### src/rtl/hazard_ctrl_pkg.sv
// Shared encodings for the pipeline hazard controller: FSM states, forwarding
// selects, regWrite bit positions and the per-cycle pipeline control bundle.
package hazard_ctrl_pkg;

    localparam logic [1:0] ST_RUN        = 2'd0;
    localparam logic [1:0] ST_LOAD_STALL = 2'd1;
    localparam logic [1:0] ST_FLUSH      = 2'd2;
    localparam logic [1:0] ST_MEM_WAIT   = 2'd3;

    localparam logic [1:0] FWD_RF    = 2'b00;
    localparam logic [1:0] FWD_EXMEM = 2'b01;
    localparam logic [1:0] FWD_MEMWB = 2'b10;

    localparam int RW_DEST = 0;
    localparam int RW_R0   = 1;

    localparam logic [3:0] R0_IDX = 4'h0;

    typedef struct packed {
        logic pc_write;
        logic ifid_write;
        logic ifid_flush;
        logic idex_bubble;
        logic pipe_hold;
    } ctrl_t;

    localparam ctrl_t CTRL_RUN    = ctrl_t'(5'b11000);
    localparam ctrl_t CTRL_FLUSH  = ctrl_t'(5'b11110);
    localparam ctrl_t CTRL_STALL  = ctrl_t'(5'b00010);
    localparam ctrl_t CTRL_FREEZE = ctrl_t'(5'b00001);

    // A producer feeds a source through its normal destination or its R0 result path.
    function automatic logic producer_match(input logic [3:0] src,
                                            input logic [3:0] dest,
                                            input logic [1:0] rw);
        return (rw[RW_DEST] && (dest == src)) || (rw[RW_R0] && (src == R0_IDX));
    endfunction

endpackage

### src/rtl/hazard_ctrl_fwd_unit.sv
// Operand forwarding comparator for one source register; EX/MEM is the
// youngest producer and therefore wins over MEM/WB.
module hazard_ctrl_fwd_unit
    import hazard_ctrl_pkg::*;
(
    input  logic [3:0] src_i,
    input  logic       use_i,
    input  logic [3:0] mem_dest_i,
    input  logic [1:0] mem_rw_i,
    input  logic [3:0] wb_dest_i,
    input  logic [1:0] wb_rw_i,
    output logic [1:0] sel_o
);

    always_comb begin
        sel_o = FWD_RF;
        if (use_i) begin
            if (producer_match(src_i, mem_dest_i, mem_rw_i)) begin
                sel_o = FWD_EXMEM;
            end else if (producer_match(src_i, wb_dest_i, wb_rw_i)) begin
                sel_o = FWD_MEMWB;
            end
        end
    end

endmodule

### src/rtl/hazard_ctrl.sv
// Pipeline hazard/stall controller: memory-wait freeze, taken-branch flush,
// load-use bubble, operand forwarding and a saturating stall-cycle counter.
module hazard_ctrl
    import hazard_ctrl_pkg::*;
#(
    parameter int MEM_TIMEOUT = 15,
    parameter int CNT_W       = 16
) (
    input  logic             clk_i,
    input  logic             rst_ni,
    input  logic [3:0]       id_rs1_i,
    input  logic [3:0]       id_rs2_i,
    input  logic             id_use1_i,
    input  logic             id_use2_i,
    input  logic [3:0]       ex_dest_i,
    input  logic [1:0]       ex_regWrite_i,
    input  logic             ex_memRead_i,
    input  logic [3:0]       mem_dest_i,
    input  logic [1:0]       mem_regWrite_i,
    input  logic [3:0]       wb_dest_i,
    input  logic [1:0]       wb_regWrite_i,
    input  logic             branch_taken_i,
    input  logic             mem_req_i,
    input  logic             mem_ready_i,
    output logic             pc_write_o,
    output logic             ifid_write_o,
    output logic             ifid_flush_o,
    output logic             idex_bubble_o,
    output logic             pipe_hold_o,
    output logic [1:0]       fwdA_o,
    output logic [1:0]       fwdB_o,
    output logic             mem_err_o,
    output logic [CNT_W-1:0] stall_cycles_o,
    output logic [1:0]       state_o
);

    localparam int TMR_W = $clog2(MEM_TIMEOUT);
    // The first wait cycle is spent in RUN, so MEM_WAIT holds MEM_TIMEOUT-1 cycles at most.
    localparam logic [TMR_W-1:0] WAIT_LAST = TMR_W'(MEM_TIMEOUT - 2);

    logic [1:0]       state_q, state_d;
    logic [TMR_W-1:0] tmr_q, tmr_d;
    logic             err_q, err_d;
    logic [CNT_W-1:0] stall_q, stall_d;

    ctrl_t ctrl, ctrl_out;
    logic  mem_wait, load_use, branch_ok;
    logic  [1:0] fwd_a, fwd_b;
    logic  unused_ex_rw_r0;

    assign unused_ex_rw_r0 = ex_regWrite_i[RW_R0];

    hazard_ctrl_fwd_unit u_fwd_a (
        .src_i      (id_rs1_i),
        .use_i      (id_use1_i),
        .mem_dest_i (mem_dest_i),
        .mem_rw_i   (mem_regWrite_i),
        .wb_dest_i  (wb_dest_i),
        .wb_rw_i    (wb_regWrite_i),
        .sel_o      (fwd_a)
    );

    hazard_ctrl_fwd_unit u_fwd_b (
        .src_i      (id_rs2_i),
        .use_i      (id_use2_i),
        .mem_dest_i (mem_dest_i),
        .mem_rw_i   (mem_regWrite_i),
        .wb_dest_i  (wb_dest_i),
        .wb_rw_i    (wb_regWrite_i),
        .sel_o      (fwd_b)
    );

    always_comb begin
        // The cycle after an abandoned access lets the pipeline move on instead of re-waiting.
        mem_wait  = mem_req_i && !mem_ready_i && !err_q;
        load_use  = ex_memRead_i && ex_regWrite_i[RW_DEST] &&
                    ((id_use1_i && (ex_dest_i == id_rs1_i)) ||
                     (id_use2_i && (ex_dest_i == id_rs2_i)));
        branch_ok = branch_taken_i && ((state_q == ST_RUN) || (state_q == ST_LOAD_STALL));

        ctrl    = CTRL_RUN;
        state_d = ST_RUN;
        err_d   = 1'b0;

        if (mem_wait) begin
            ctrl = CTRL_FREEZE;
            if ((state_q == ST_MEM_WAIT) && (tmr_q == WAIT_LAST)) begin
                err_d = 1'b1;
            end else begin
                state_d = ST_MEM_WAIT;
            end
        end else if (branch_ok) begin
            ctrl    = CTRL_FLUSH;
            state_d = ST_FLUSH;
        end else if (load_use) begin
            ctrl    = CTRL_STALL;
            state_d = ST_LOAD_STALL;
        end

        tmr_d   = ((state_q == ST_MEM_WAIT) && (state_d == ST_MEM_WAIT)) ? tmr_q + 1'b1 : '0;
        stall_d = (!ctrl.pc_write && (stall_q != '1)) ? stall_q + 1'b1 : stall_q;
    end

    always_ff @(posedge clk_i or negedge rst_ni) begin
        if (!rst_ni) begin
            state_q <= ST_RUN;
            tmr_q   <= '0;
            err_q   <= 1'b0;
            stall_q <= '0;
        end else begin
            state_q <= state_d;
            tmr_q   <= tmr_d;
            err_q   <= err_d;
            stall_q <= stall_d;
        end
    end

    // While reset is low the outputs show reset values even if hazard inputs are live.
    assign ctrl_out       = rst_ni ? ctrl : CTRL_RUN;
    assign pc_write_o     = ctrl_out.pc_write;
    assign ifid_write_o   = ctrl_out.ifid_write;
    assign ifid_flush_o   = ctrl_out.ifid_flush;
    assign idex_bubble_o  = ctrl_out.idex_bubble;
    assign pipe_hold_o    = ctrl_out.pipe_hold;
    assign fwdA_o         = rst_ni ? fwd_a : FWD_RF;
    assign fwdB_o         = rst_ni ? fwd_b : FWD_RF;
    assign mem_err_o      = err_q;
    assign stall_cycles_o = stall_q;
    assign state_o        = state_q;

endmodule

### config.mk
export PLATFORM = sky130hd
export DESIGN_NAME = hazard_ctrl
export DESIGN_NICKNAME = d
export VERILOG_FILES = /design/src/rtl/hazard_ctrl_pkg.sv /design/src/rtl/hazard_ctrl_fwd_unit.sv /design/src/rtl/hazard_ctrl.sv
export SDC_FILE = /design/constraint.sdc
export NUM_CORES = 1
export LEC_CHECK = 0
export CAP_MARGIN = 20
export CORE_MARGIN = 5
export CORE_UTILIZATION = 46
export CTS_CLUSTER_SIZE = 25
export DETAILED_ROUTE_END_ITERATION = 10
export MAX_ROUTING_LAYER = met4
export PLACE_DENSITY = 0.93
export SYNTH_ARGS = -nofsm -noshare
export SYNTH_HDL_FRONTEND = slang
export SYNTH_SLANG_ARGS = --single-unit
### constraint.sdc
create_clock -name clk_i -period 4.59 [get_ports clk_i]
set_input_delay 0.918 -clock clk_i [delete_from_list [all_inputs] [get_ports clk_i]]
set_output_delay 0.918 -clock clk_i [all_outputs]
set_load 0.01 [all_outputs]
==> results of run 1 <==
[metal layers]
layer | part of all wire | track usage
met1 | 0.44 | 0.213
met3 | 0.057 | 0.0466
met5 | 0 | -
met2 | 0.50 | 0.303
met4 | 0.0084 | 0.0253
[stage by stage]
step | utilization | worst slack (ps) | cell area (um^2) | std cells
3_5_place_dp | 0.662 | 401 | 2180 | 259
2_1_floorplan | - | 1640 | 1530 | 154
6_report | 0.670 | 410 | 2200 | 263
4_1_cts | 0.670 | 401 | 2200 | 263
3_3_place_gp | 0.662 | 465 | 2180 | 259
5_1_grt | 0.670 | 275 | 2200 | 263
[how the worst max path moves through the flow]
stage | startpoint | endpoint | slack, ps
6_report | id_rs2_i[2] | ifid_write_o | 410
5_1_grt | id_rs2_i[2] | ifid_write_o | 270
4_1_cts | id_rs2_i[2] | ifid_write_o | 400
3_5_place_dp | id_rs2_i[2] | ifid_write_o | 400
3_3_place_gp | id_rs2_i[2] | ifid_write_o | 470
2_1_floorplan | ex_dest_i[2] | pc_write_o | 1640
[Yosys cell counts (2+ instances only)]
cell type | instances | area, um^2
dfrtp_1 | 23 | 576
xor2_1 | 23 | 201
nand2_1 | 14 | 52.6
xnor2_1 | 14 | 123
nor3_1 | 12 | 60.1
nand3_1 | 7 | 35.0
nor2_1 | 7 | 26.3
nor4_1 | 6 | 37.5
and3_1 | 5 | 31.3
inv_1 | 4 | 15.0
a21oi_1 | 3 | 15.0
buf_4 | 3 | 22.5
ha_1 | 3 | 37.5
nand2b_1 | 3 | 18.8
nand4_1 | 3 | 18.8
a32o_1 | 2 | 20.0
a32oi_1 | 2 | 17.5
nor2b_1 | 2 | 12.5
[area by class of cell]
type / instances / area share
inverter: 4 / 0.00682
timing repair buffer: 62 / 0.280
clock buffer: 4 / 0.0119
sequential: 23 / 0.261
tap: 46 / 0.0261
multi-input combinational: 124 / 0.414
[sequential cells by signal (all words and copies together), names as in the netlist]
name	flops
state_o	2
mem_err_o	1
stall_cycles_o	16
tmr_q	4
[report_power, final]
group / internal, mW / total (mW) / switching [mW]
logic: 0.133 / 0.225 / 0.0928
clock network: 0.0338 / 0.0872 / 0.0534
registers: 0.235 / 0.276 / 0.0416
total: 0.401 / 0.589 / 0.188
[logic make-up after synthesis]
logic type / after synthesis / synth area share
XOR/XNOR: 37 / 0.212
flip-flops: 23 / 0.377
adder cells (fa/ha/maj): 3 / 0.0246
AND/OR/NAND/NOR: 69 / 0.272
AO/OA/AOI/OAI: 12 / 0.0648
multiplexers: 3 / 0.0238
buffers and inverters: 7 / 0.0246
[worst max-delay path: stages]
cell and delay (ps):
clkdlybuf4s50_1 530, xnor2_1 180, nand3_1 100, o22ai_2 110, a21oi_2 650, nand2b_1 210, clkdlybuf4s50_1 550
==> flow_summary.ini, run 1 <==
[outcome]
status = complete, no violations

[critical_path]
path_max_fanout = 18
arrival_ps = 3260
r2r_cells = 5
r2r_slack_ps = 2300
crit_required_ps = 3670
timing.rr.start = stall_cycles_o[0]
r2r_end = stall_cycles_o[1]
crit_path_end_kind = output port
criticalPathCategory = primary input to output port
start_kind = primary input

[timing]
final_max_slew_viol_count = 0
hold_violations = 0
rsz0062_at_grt = no
setup_viol = 0
relSlewSlack = 0.456
fmax_mhz = 239
worst_pin_slew_ps = 816
period_minus_slack_ps = 4180
hold_ws_ps = 493
tns_ps = 0
clock_skew_ps = 1.82
fin_crit_sh = 0.911

[finish]
seq_area_um2 = 576
antenna_cells = 0
drive_above_1_share = 0.0737
nets = 255
final_cell_mix = clkdlybuf4s50_1 (60), xor2_1 (23), dfrtp_1 (23)
final_common_cell = clkdlybuf4s50_1
multi_input_comb_area_um2 = 912
area_growth_pct = 44.4
n_fill_cell = 259

[floorplan]
dieArea_um2 = 4570
dieWidth_um = 67.6
die_y_um = 67.6
core_um2 = 3280
start_util = 0.464
row_count = 21
io_pins = 62

[clock_tree]
ctsResizeCount = 0
cts_root_buffer = clkbuf_4
hold_buffers = 0
cts_num_sinks = 23
clk_path_buf_depth = 2
numCtsBuffers = 3
clock_latency_ps = 290
cts_max_level = 1
cts_tree = built
cts_setup_buffers = 0
clk_pin_slew_ps = 110

[yosys]
synth_area_um2 = 1530
async_reset_ff_frac = 1.00
synth_edf_count = 0
syn_nets = 191
synth_cells = 154
synth.distinct_cells = 36
synth_seq_cells = 23
ys.flop_type = dfrtp_1
yosysSeqAreaShare = 0.377
synth_warnings = 0
syn_avg_cell_area_um2 = 9.90

[route]
wirelength_um = 3710
first_iter_violations = 51
dr_total_vias = 1353
wl_per_cell_um = 14.1
final_antenna_net_count = 0
viasPerCell = 5.14
drt-pass1-iter-count = 4
drc = 0

[worst_hold_path]
min_from = stall_cycles_o[10]
min_path_cells = 1
hold_end = stall_cycles_o[10]
hp-class = flop to flop

[placement]
port_buffers = 60
globalplace.congestion = 0.830
hpwlAfterDp_um = 3060

[global_routing]
antenna_found_initial = 0
grt_pass1_wl_um = 6040
grt_pass1_vias = 1299
overflow = 0
grt_usage = 0.177
grt_start_max_net_pins = 22

[flow_run]
drv_cap = 0

[pwr]
p_per_area_nw_per_um2 = 267
worst_ir_drop_vdd_mv = 0.252
fin_total_pwr_uw = 589
leakagePower_nw = 0.885
No activity file was read; power rests on OpenSTA's default activity.
==> run 2, diff against run 1 <==
--- a/config.mk
+++ b/config.mk
@@ -6,7 +6,6 @@
 export NUM_CORES = 1
 export LEC_CHECK = 0
 export CAP_MARGIN = 20
-export CORE_MARGIN = 5
 export CORE_UTILIZATION = 46
 export CTS_CLUSTER_SIZE = 25
 export DETAILED_ROUTE_END_ITERATION = 10
==> run 2 against run 1 <==
Net effect: register-to-register slack gained 40 ps; non-clock buffer count unchanged; maximum frequency up 0.55%; clock power rose by 4.5%; global-route usage grew 5.8 points; power is 0.41% higher; clock skew increased by 3.5 ps; core utilization increased by 3.8 points; worst hold slack gained 13 ps; flip-flop and latch count unchanged; die area fell by 22%; sequential power about the same; critical path type unchanged.
==> flow_summary.ini, run 2 (synthesized netlist as in run 1, its figures left out) <==
[timing]
worst_pin_slew_ps = 802
tns_ps = 0
setup_viol = 0
hold_violations = 0
relSlewSlack = 0.465
period_minus_slack_ps = 4160
fin_crit_sh = 0.906
final_max_slew_viol_count = 0
hold_ws_ps = 506
clock_skew_ps = 5.30
finalWorstSetupSlack_ps = 433
rsz0062_at_grt = no
fmax_mhz = 241

[placement]
globalplace.congestion = 0.966
port_buffers = 60
dpl.cell_count = 257
place_area_um2 = 2170
hpwlAfterDp_um = 2960
preCtsSetupSlack_ps = 413

[floorplan]
io_pins = 62
start_util = 0.492
dieArea_um2 = 3550
die_y_um = 59.6
core_um2 = 3100
row_count = 20
dieWidth_um = 59.6

[finish]
area_growth_pct = 44.2
final_common_cell = clkdlybuf4s50_1
largest_reg_flops = 16
drive_above_1_share = 0.0737
stdcell_area_um2 = 2200
nets = 255
final_cell_mix = clkdlybuf4s50_1 (60), xor2_1 (23), dfrtp_1 (23)
final_cells = 261
antenna_cells = 0

[critical_path]
crit_required_ps = 3670
cp_top_family = buffers and inverters
start_kind = primary input
path_cells = clkdlybuf4s50_1, xnor2_1, nand3_1, o22ai_2, a21oi_2, nand2b_1, clkdlybuf4s50_1
crit_buf_inv = 2
criticalPathCategory = primary input to output port
crit_path_end_kind = output port
cp_common_cell = clkdlybuf4s50_1
slowest_delay_ps = 640
slowest_stage = a21oi_2
arrival_ps = 3240
path_max_fanout = 18

[clock_tree]
clock_latency_ps = 310
numCtsBuffers = 3
cts_max_level = 1
hold_buffers = 0
ctsResizeCount = 0
cts_num_sinks = 23
cts_tree = built
cts_setup_buffers = 0
cts_root_buffer = clkbuf_4
clk_pin_slew_ps = 110
clk_path_buf_depth = 2

[flow_run]
drv_cap = 0

[global_routing]
grt_pass1_vias = 1326
grt_usage = 0.235
grt_start_max_net_pins = 19
grt_pass1_wl_um = 6040
overflow = 0
antenna_found_initial = 0

[pwr]
internal-power_uw = 401
clkPwrFrac = 0.154
seqPwrFrac = 0.471
leakagePower_nw = 0.885
p_sw_uw = 191
worst_ir_drop_vdd_mv = 0.242
combPwrFrac = 0.374
p_per_area_nw_per_um2 = 269
swShare = 0.322

[route]
dr_total_vias = 1354
first_iter_violations = 42
viasPerCell = 5.19
wirelength_um = 3610
drt-pass1-iter-count = 4
wl_per_cell_um = 13.8
final_antenna_net_count = 0
drc = 0

[outcome]
status = complete, no violations

[worst_hold_path]
hp-class = flop to flop
==> run 2: final cells by class <==
cell class	instances	area (um^2)
Inverter	4	15.0
Clock buffer	4	26.3
Fill cell	236	903
Tap cell	44	55.1
Multi-Input combinational cell	124	912
Timing Repair Buffer	62	616
Sequential cell	23	576
==> run 2: worst paths after layout <==
check                           slack, ps                 end  cells after the start               from
worst max-delay path                  430        ifid_write_o                      7        id_rs2_i[3]
worst min-delay path                  510            tmr_q[0]                      1           tmr_q[0]
worst max register to register       2340   stall_cycles_o[1]                      5  stall_cycles_o[0]
worst min register to register        510            tmr_q[0]                      1           tmr_q[0]
max in group asynchronous            3100  stall_cycles_o[13]                      2             rst_ni
min in group asynchronous             910            tmr_q[0]                      1             rst_ni
==> run 2: power groups by stage <==
stage / Sequential (mW) / Combinational [mW] / Clock, mW
detailed placement: 0.282 / 0.221 / 0
finish: 0.279 / 0.221 / 0.0911
CTS: 0.279 / 0.223 / 0.0952
floorplan: 0.289 / 0.0849 / 0
global route: 0.285 / 0.237 / 0.104
global placement: 0.282 / 0.217 / 0
==> run 2: per-stage QoR <==
| stage | power [mW] | util |
|---|---|---|
| detailed placement | 0.504 | 0.700 |
| floorplan | 0.374 | - |
| global route | 0.626 | 0.709 |
| global placement | 0.499 | 0.700 |
| finish | 0.591 | 0.709 |
| CTS | 0.597 | 0.709 |
==> run 2: per-layer routing <==
metal | track usage | part of all wire | up-vias
met2 | 0.382 | 0.51 | 36
met5 | - | 0 | -
li1 | - | - | 677
met4 | 0.0797 | 0.016 | 0
met1 | 0.293 | 0.44 | 635
met3 | 0.0437 | 0.035 | 6
==> run 3, diff against run 2 <==
--- a/config.mk
+++ b/config.mk
@@ -6,6 +6,7 @@
 export NUM_CORES = 1
 export LEC_CHECK = 0
 export CAP_MARGIN = 20
+export CORE_ASPECT_RATIO = 0.8
 export CORE_UTILIZATION = 46
 export CTS_CLUSTER_SIZE = 25
 export DETAILED_ROUTE_END_ITERATION = 10
==> run 3 against run 2 <==
Net effect: first-iteration DRC count rose by 120%; sequential power barely moved; register-to-register slack got worse by 60 ps; largest cell class unchanged; maximum frequency rose by 11%; core utilization fell by 0.064 points; clock skew barely moved; clock-buffer cell count fell by 1; power rose by 7.0%.
==> flow_summary.ini, run 3 (synthesized netlist as in run 1, its figures left out) <==
[placement]
hpwlAfterDp_um = 3080
globalplace.congestion = 0.856
port_buffers = 60
dpl.cell_count = 253

[global_routing]
overflow = 0
grt_pass1_vias = 1353
grt_pass1_wl_um = 6430
grt_usage = 0.254
antenna_found_initial = 0
grt_start_max_net_pins = 21

[floorplan]
start_util = 0.487
core_um2 = 3130
dieArea_um2 = 3550
io_pins = 62
dieWidth_um = 66.4
row_count = 18
die_y_um = 53.5

[timing]
tns_ps = 0
rsz0062_at_grt = no
setup_viol = 0
fin_crit_sh = 0.818
fmax_mhz = 266
hold_violations = 0
final_max_slew_viol_count = 0
clock_skew_ps = 4.96
worst_pin_slew_ps = 725
relSlewSlack = 0.513
period_minus_slack_ps = 3750

[worst_hold_path]
min_from = stall_cycles_o[10]
min_path_cells = 1
hold_end = stall_cycles_o[10]
hp-class = flop to flop

[clock_tree]
cts_tree = built
cts_max_level = 1
numCtsBuffers = 3
hold_buffers = 0
clk_path_buf_depth = 2
ctsResizeCount = 0
cts_setup_buffers = 0
cts_num_sinks = 23
clk_pin_slew_ps = 80
cts_root_buffer = clkbuf_8
clock_latency_ps = 270

[flow_run]
drv_cap = 0

[critical_path]
crit_required_ps = 3670
arrival_ps = 2840
r2r_end = stall_cycles_o[1]
cp_top_family = buffers and inverters
crit_path_end_kind = output port
slowest_stage = clkdlybuf4s50_1
start_kind = primary input
r2r_cells = 5
timing.rr.start = stall_cycles_o[0]
path_cells = clkdlybuf4s50_1, xnor2_1, nand3_1, o22ai_2, nand3_1, a21oi_1, clkdlybuf4s50_1
path_max_fanout = 4
crit_buf_inv = 2
crit_start = id_rs2_i[2]
criticalPathCategory = primary input to output port
slowest_delay_ps = 610
r2r_slack_ps = 2280

[pwr]
leakagePower_nw = 0.892
worst_ir_drop_vdd_mv = 0.320
p_per_area_nw_per_um2 = 285

[finish]
final_cells = 257
largest_reg_flops = 16
area_growth_pct = 45.4
nets = 255
drive_above_1_share = 0.0783
final_common_cell = clkdlybuf4s50_1
antenna_cells = 0
final_cell_mix = clkdlybuf4s50_1 (60), xor2_1 (23), dfrtp_1 (23)

[route]
wl_per_cell_um = 15.2
drt-pass1-iter-count = 4
first_iter_violations = 93
viasPerCell = 5.47
wirelength_um = 3900
final_antenna_net_count = 0
drc = 0
dr_total_vias = 1406

[outcome]
status = complete, no violations
run 3: cell count changes in the layout (fill, tap and decap cells not counted), sizes merged:
cell,delta
clkbuf,-1
clkinvlp,+1
run 3: metrics by stage:
step | hold slack (ps) | total power [mW] | setup WS, ps | instance area (um^2) | utilization
after floorplan | 460 | 0.374 | 1640 | 1530 | -
after global placement | 479 | 0.498 | 855 | 2170 | 0.693
after detailed placement | 486 | 0.506 | 839 | 2170 | 0.693
after CTS | 500 | 0.633 | 832 | 2220 | 0.708
after global routing | 528 | 0.666 | 697 | 2220 | 0.708
final | 500 | 0.633 | 836 | 2220 | 0.708
run 3: report_power, final:
group / switching [mW] / internal [mW] / total [mW]
sequential: 0.0450 / 0.235 / 0.280
combinational: 0.0910 / 0.132 / 0.223
clock: 0.0679 / 0.0615 / 0.129
total: 0.204 / 0.429 / 0.633
run 3: final cells by class:
| class | count | area [um^2] |
|---|---|---|
| Clock buffer | 3 | 41.3 |
| Clock inverter | 1 | 7.51 |
| Fill cell | 238 | 913 |
| Inverter | 4 | 15.0 |
| Multi-Input combinational cell | 124 | 912 |
| Sequential cell | 23 | 576 |
| Tap cell | 40 | 50.0 |
| Timing Repair Buffer | 62 | 616 |
run 3: worst max path at each step:
stage / end / cells after the start / slack [ps]
detailed placement: idex_bubble_o / 7 / 840
floorplan: pc_write_o / 7 / 1640
finish: idex_bubble_o / 7 / 840
global placement: idex_bubble_o / 7 / 850
CTS: idex_bubble_o / 7 / 830
global route: idex_bubble_o / 7 / 700
run 3: metal layers:
layer | global-route usage | part of all wire | vias up
met5 | - | 0 | -
met4 | 0.0496 | 0.011 | 0
met3 | 0.0496 | 0.054 | 6
met2 | 0.398 | 0.47 | 49
met1 | 0.344 | 0.46 | 677
li1 | - | - | 674
